`src/rtl/otf_conv_ctrl.sv`:
```
// Radix-2 on-the-fly conversion sequencer: folds signed digits (MSB first) into Q/Qm.
// Optional OTF_ERRCHK_EN flags the illegal digit code 2'b10 and ends the conversion early.
module otf_conv_ctrl #(
    parameter int WIDTH = 16
) (
    input  logic             clk,
    input  logic             rst_n,
    input  logic             start,
    input  logic             dig_valid,
    input  logic [1:0]       dig,
    output logic             dig_ready,
    output logic             res_valid,
    input  logic             res_ready,
    output logic [WIDTH-1:0] res,
    output logic             busy,
    output logic             err
);
    localparam int CW = (WIDTH > 1) ? $clog2(WIDTH) : 1;

    typedef enum logic [1:0] {IDLE, RUN, DONE} state_t;

    state_t           state_reg, state_next;
    logic [WIDTH-1:0] q_reg, q_next;
    logic [WIDTH-1:0] qm_reg, qm_next;
    logic [CW-1:0]    cnt_reg, cnt_next;
    logic             accept;
    logic             dig_pos, dig_neg;

    assign dig_ready = (state_reg == RUN);
    assign busy      = (state_reg == RUN);
    assign res_valid = (state_reg == DONE);
    assign res       = q_reg;
    assign accept    = dig_valid && dig_ready;
    // Any code other than +1/-1 (including 2'b10) acts as digit 0 on the datapath.
    assign dig_pos   = (dig == 2'b01);
    assign dig_neg   = (dig == 2'b11);

`ifdef OTF_ERRCHK_EN
    logic err_reg, err_next;
    assign err = err_reg;
`else
    assign err = 1'b0;
`endif

    always_ff @(posedge clk or negedge rst_n) begin
        if (!rst_n) begin
            state_reg <= IDLE;
            q_reg     <= '0;
            qm_reg    <= '1;
            cnt_reg   <= '0;
`ifdef OTF_ERRCHK_EN
            err_reg   <= 1'b0;
`endif
        end else begin
            state_reg <= state_next;
            q_reg     <= q_next;
            qm_reg    <= qm_next;
            cnt_reg   <= cnt_next;
`ifdef OTF_ERRCHK_EN
            err_reg   <= err_next;
`endif
        end
    end

    always_comb begin
        state_next = state_reg;
        q_next     = q_reg;
        qm_next    = qm_reg;
        cnt_next   = cnt_reg;
`ifdef OTF_ERRCHK_EN
        err_next   = err_reg;
`endif
        case (state_reg)
            IDLE, DONE: begin
                // start outranks res_ready in DONE: the pending result is dropped.
                if (start) begin
                    state_next = RUN;
                    q_next     = '0;
                    qm_next    = '1;
                    cnt_next   = '0;
`ifdef OTF_ERRCHK_EN
                    err_next   = 1'b0;
`endif
                end else if (state_reg == DONE && res_ready) begin
                    state_next = IDLE;
                end
            end
            RUN: begin
                if (accept) begin
`ifdef OTF_ERRCHK_EN
                    if (dig == 2'b10) begin
                        err_next   = 1'b1;
                        state_next = DONE;
                    end else
`endif
                    begin
                        if (dig_pos) begin
                            q_next  = {q_reg[WIDTH-2:0], 1'b1};
                            qm_next = {q_reg[WIDTH-2:0], 1'b0};
                        end else if (dig_neg) begin
                            q_next  = {qm_reg[WIDTH-2:0], 1'b1};
                            qm_next = {qm_reg[WIDTH-2:0], 1'b0};
                        end else begin
                            q_next  = {q_reg[WIDTH-2:0], 1'b0};
                            qm_next = {qm_reg[WIDTH-2:0], 1'b1};
                        end
                        cnt_next = cnt_reg + 1'b1;
                        if (cnt_reg == CW'(WIDTH - 1))
                            state_next = DONE;
                    end
                end
            end
            default: state_next = IDLE;
        endcase
    end
endmodule

```
`config.mk`:
```
export PLATFORM = sky130hd
export DESIGN_NAME = otf_conv_ctrl
export DESIGN_NICKNAME = d
export VERILOG_FILES = /design/src/rtl/otf_conv_ctrl.sv
export SDC_FILE = /design/constraint.sdc
export NUM_CORES = 1
export LEC_CHECK = 0
export CAP_MARGIN = 0
export CORE_AREA = 2 2 73 54
export CTS_BUF_LIST = sky130_fd_sc_hd__clkbuf_16
export DETAILED_ROUTE_END_ITERATION = 10
export DIE_AREA = 0 0 75 56
export PLACE_DENSITY = 0.88
export SETUP_SLACK_MARGIN = 0.15
export SLEW_MARGIN = 5
export SYNTH_ARGS = -nofsm -noshare
export SYNTH_HDL_FRONTEND = slang
export SYNTH_SLANG_ARGS = --single-unit
export TNS_END_PERCENT = 30
```
`constraint.sdc`:
```
create_clock -name clk -period 1.3 [get_ports clk]
set_clock_uncertainty 0.05 [all_clocks]
set_input_delay 0.325 -clock clk [delete_from_list [all_inputs] [get_ports clk]]
set_output_delay 0.325 -clock clk [all_outputs]
set_load 0.02 [all_outputs]
```
==> flow_results.org <==
** Run status
- Status :: finished with violations
- The checks that failed: setup timing.

** Clock network
- Clock buffers created by TritonCTS :: 5
- Clock tree from TritonCTS :: yes
- Clock latency on the worst-skew pair, taken at its later pin, is 280 ps.
- The clock tree synthesis step divided the H-tree into 2 levels.
- The clock passes through at most 2 buffers.
- Post-CTS Hold Fix Bufs :: 0
- Clk root buf :: clkbuf_16
- Clock-pin slew was measured on the worst setup and hold paths at 60 ps.
- Clock sink count :: 37

** Global routing
- Global-route wire length before repair :: 7040 um
- Combined global-route utilization of all metal layers :: 22.7%
- Number of global-route vias before repair :: 1381
- The number of antenna violations at the first check in global routing was 0.
- Maximum number of pins on one net before global-route repair :: 38
- Global route total overflow :: 0

** Placed design
- Dpl ws :: -385 ps
- After legalization and detailed placement, the total HPWL measured 2540 um.
- Gp weighted congestion :: 0.855
- Port Buffers :: 25

** Synthesis
- Instance count of the mapped netlist :: 141
- Yosys printed 0 warnings.
- Synthesis instantiated 29 different standard cells from the library.
- Mapped Nets :: 149
- Most repeated cell in the gate-level netlist after synthesis :: mux2i_1
- Cell types with the largest area share after synthesis :: dfrtp_1, dfstp_2, mux2i_1, o2bb2ai_1, a2bb2oi_1
- Area share of the leading cell type in the synthesized netlist :: 30.4%
- Post-synthesis register bit count :: 37
- Biggest area consumer among synthesized cells :: dfrtp_1
- In the synthesized netlist the dominant register cell turns out to be dfrtp_1.
- For this run, asynchronously set or reset flops after synthesis account for 100%.
- Sequential elements use 52.2% of the synthesized area.
- Most common library cells after synthesis :: mux2i_1, dfrtp_1, dfstp_2, o2bb2ai_1, a2bb2oi_1
- Number of enable-type register cells in the synthesized netlist :: 0
- Synthesized area per cell :: 12.8 um^2
- The cell area that synthesis handed to floorplanning was 1810 um^2.

** Setup path
- The critical path is of the reg2out type.
- Worst endpoint data arrival time :: 1070 ps
- Following the worst setup path forward leads to its endpoint at dig_ready.
- Across all register-to-register paths, the minimum setup slack is -120 ps.
- Worst Reg-to-Reg Cells :: 5
- Critical-path maximum fanout :: 3
- Crit path from :: state_reg[1]
- Worst EP required :: 930 ps
- The endpoint identified for the worst register-to-register timing path is qm_reg[2].
- STA classifies the critical path startpoint as a register.
- Nature of the critical path endpoint :: output pin
- In this run the critical register-to-register path is launched from state_reg[1].

** Route
- Dividing the detail-routed wire length by the instance count gives 19.6 um.
- Once detail routing completed, the nets flagged for antenna violations numbered 0.
- Routed wire length :: 4880 um
- After detailed routing, the number of vias per cell comes to 5.73.
- For this run, design rule violations remaining after detail routing come to 0.
- Number of violations reported at the end of detailed-routing iteration 0 :: 114
- The detailed router placed 1427 vias in this run.
- Number of optimization iterations in the first detailed-route pass :: 4

** STA
- Post-route minimum period :: 1450 ps
- Max-slew violation count :: 0
- Final TNS setup :: -1590 ps
- Number of hold-slack violations in the final timing report :: 0
- Unrepaired setup endpoints after global routing :: yes
- Setup slack on the critical path of the routed design comes to -146 ps.
- Final Setup Violations :: 27
- For this run, the top clock speed supported by timing is 0.692 GHz.
- The worst path uses 111% of the clock period.

** Pwr
- IR analysis of the VDD net gives a maximum drop of 1770 uV.
- Cell area power density :: 2570 nW/um^2
- The analysis attributes to cell leakage a power of 1.23 nW.

** Worst hold path
- Worst hold-check path type :: in2async

** Die
- The die is 75 um wide.
- Die Y-Extent :: 56 um
- I/O Pins :: 27
- The floorplan has 18 rows.
- Starting utilization of the core area :: 52.5%
- Area of the die :: 4200 um^2
- Area of the placeable core :: 3450 um^2

** Cells and area
- Post-layout net count :: 206
- Share of post-route cells with drive strength above 1 :: 53.8%
- The register with the most flip-flops in the layout has 16 of them.
- Growth of design area from synthesis to finish :: 47.4%
- Antenna diode count :: 0

** Flow run
- Count of max-cap constraint violations :: 0
## worst max-delay path, stage by stage, from the launching register on
cell      delay (ps)
dfrtp_1          380
nand2b_1         180
inv_2             80
buf_4            140
## layout by cell type (no fill, tap or decap), drive strengths merged, types with 4 or more instances in the layout
cell and count:
mux2i 30, buf 54, nand2 9, a2bb2oi 14, clkbuf 5, dfstp 15
o2bb2ai 15, nor2 4, dfrtp 22
## worst min-delay path by stage
stage	end	cells past startpoint	slack, ps	startpoint
floorplan	cnt_reg[0]	0	-20	rst_n
global placement	cnt_reg[3]	1	420	cnt_reg[3]
detailed placement	cnt_reg[3]	1	440	cnt_reg[3]
CTS	state_reg[1]	2	360	rst_n
global route	res[3]	2	390	rst_n
finish	res[3]	2	350	rst_n
## cell type report
cell class	instances	area, um^2
clock buffers	5	125
repair buffers	60	587
multi-input cells	93	933
flip-flops and latches	37	945
fillers	179	778
well taps	50	62.6
clock inverters	3	11.3
inverters	1	3.75
## logic make-up after synthesis
group	synth area share, %
adders and majority gates	0.691
muxes	16.6
other	0.207
AOI/OAI and AO/OA	16.3
buffers and inverters	5.67
and+or+nand+nor	8.30
DFF	52.2
## power by group
group | internal, mW | switching (mW) | total, mW
combinational | 1.81 | 1.61 | 3.42
clock | 0.689 | 0.456 | 1.15
sequential | 1.81 | 0.467 | 2.28
## layer usage
metal / GRT usage (%) / wire [um] / share of wire (%)
met5: 0 / 0 / 0
met4: 13.3 / 109 / 2.2
met3: 3.80 / 242 / 5.0
met2: 32.8 / 2380 / 49
met1: 31.5 / 2140 / 44
## timing repair
item	in CTS	in global routing
setup endpoints to repair	55	56
pin swaps	3	4
resized for setup	120	25
setup buffers	5	1
cloned	0	1
## through the flow
step | instance area (um^2) | instances | hold WS [ps] | util [%] | power (mW)
global route | 2670 | 249 | 387 | 77.4 | 7.20
global placement | 2290 | 234 | 417 | 66.5 | 4.75
finish | 2670 | 249 | 352 | 77.4 | 6.85
floorplan | 1820 | 141 | -20.6 | - | 3.65
detailed placement | 2290 | 234 | 436 | 66.5 | 4.88
CTS | 2490 | 247 | 364 | 72.4 | 6.22
Note: power is estimated with default switching activity, not from simulation.
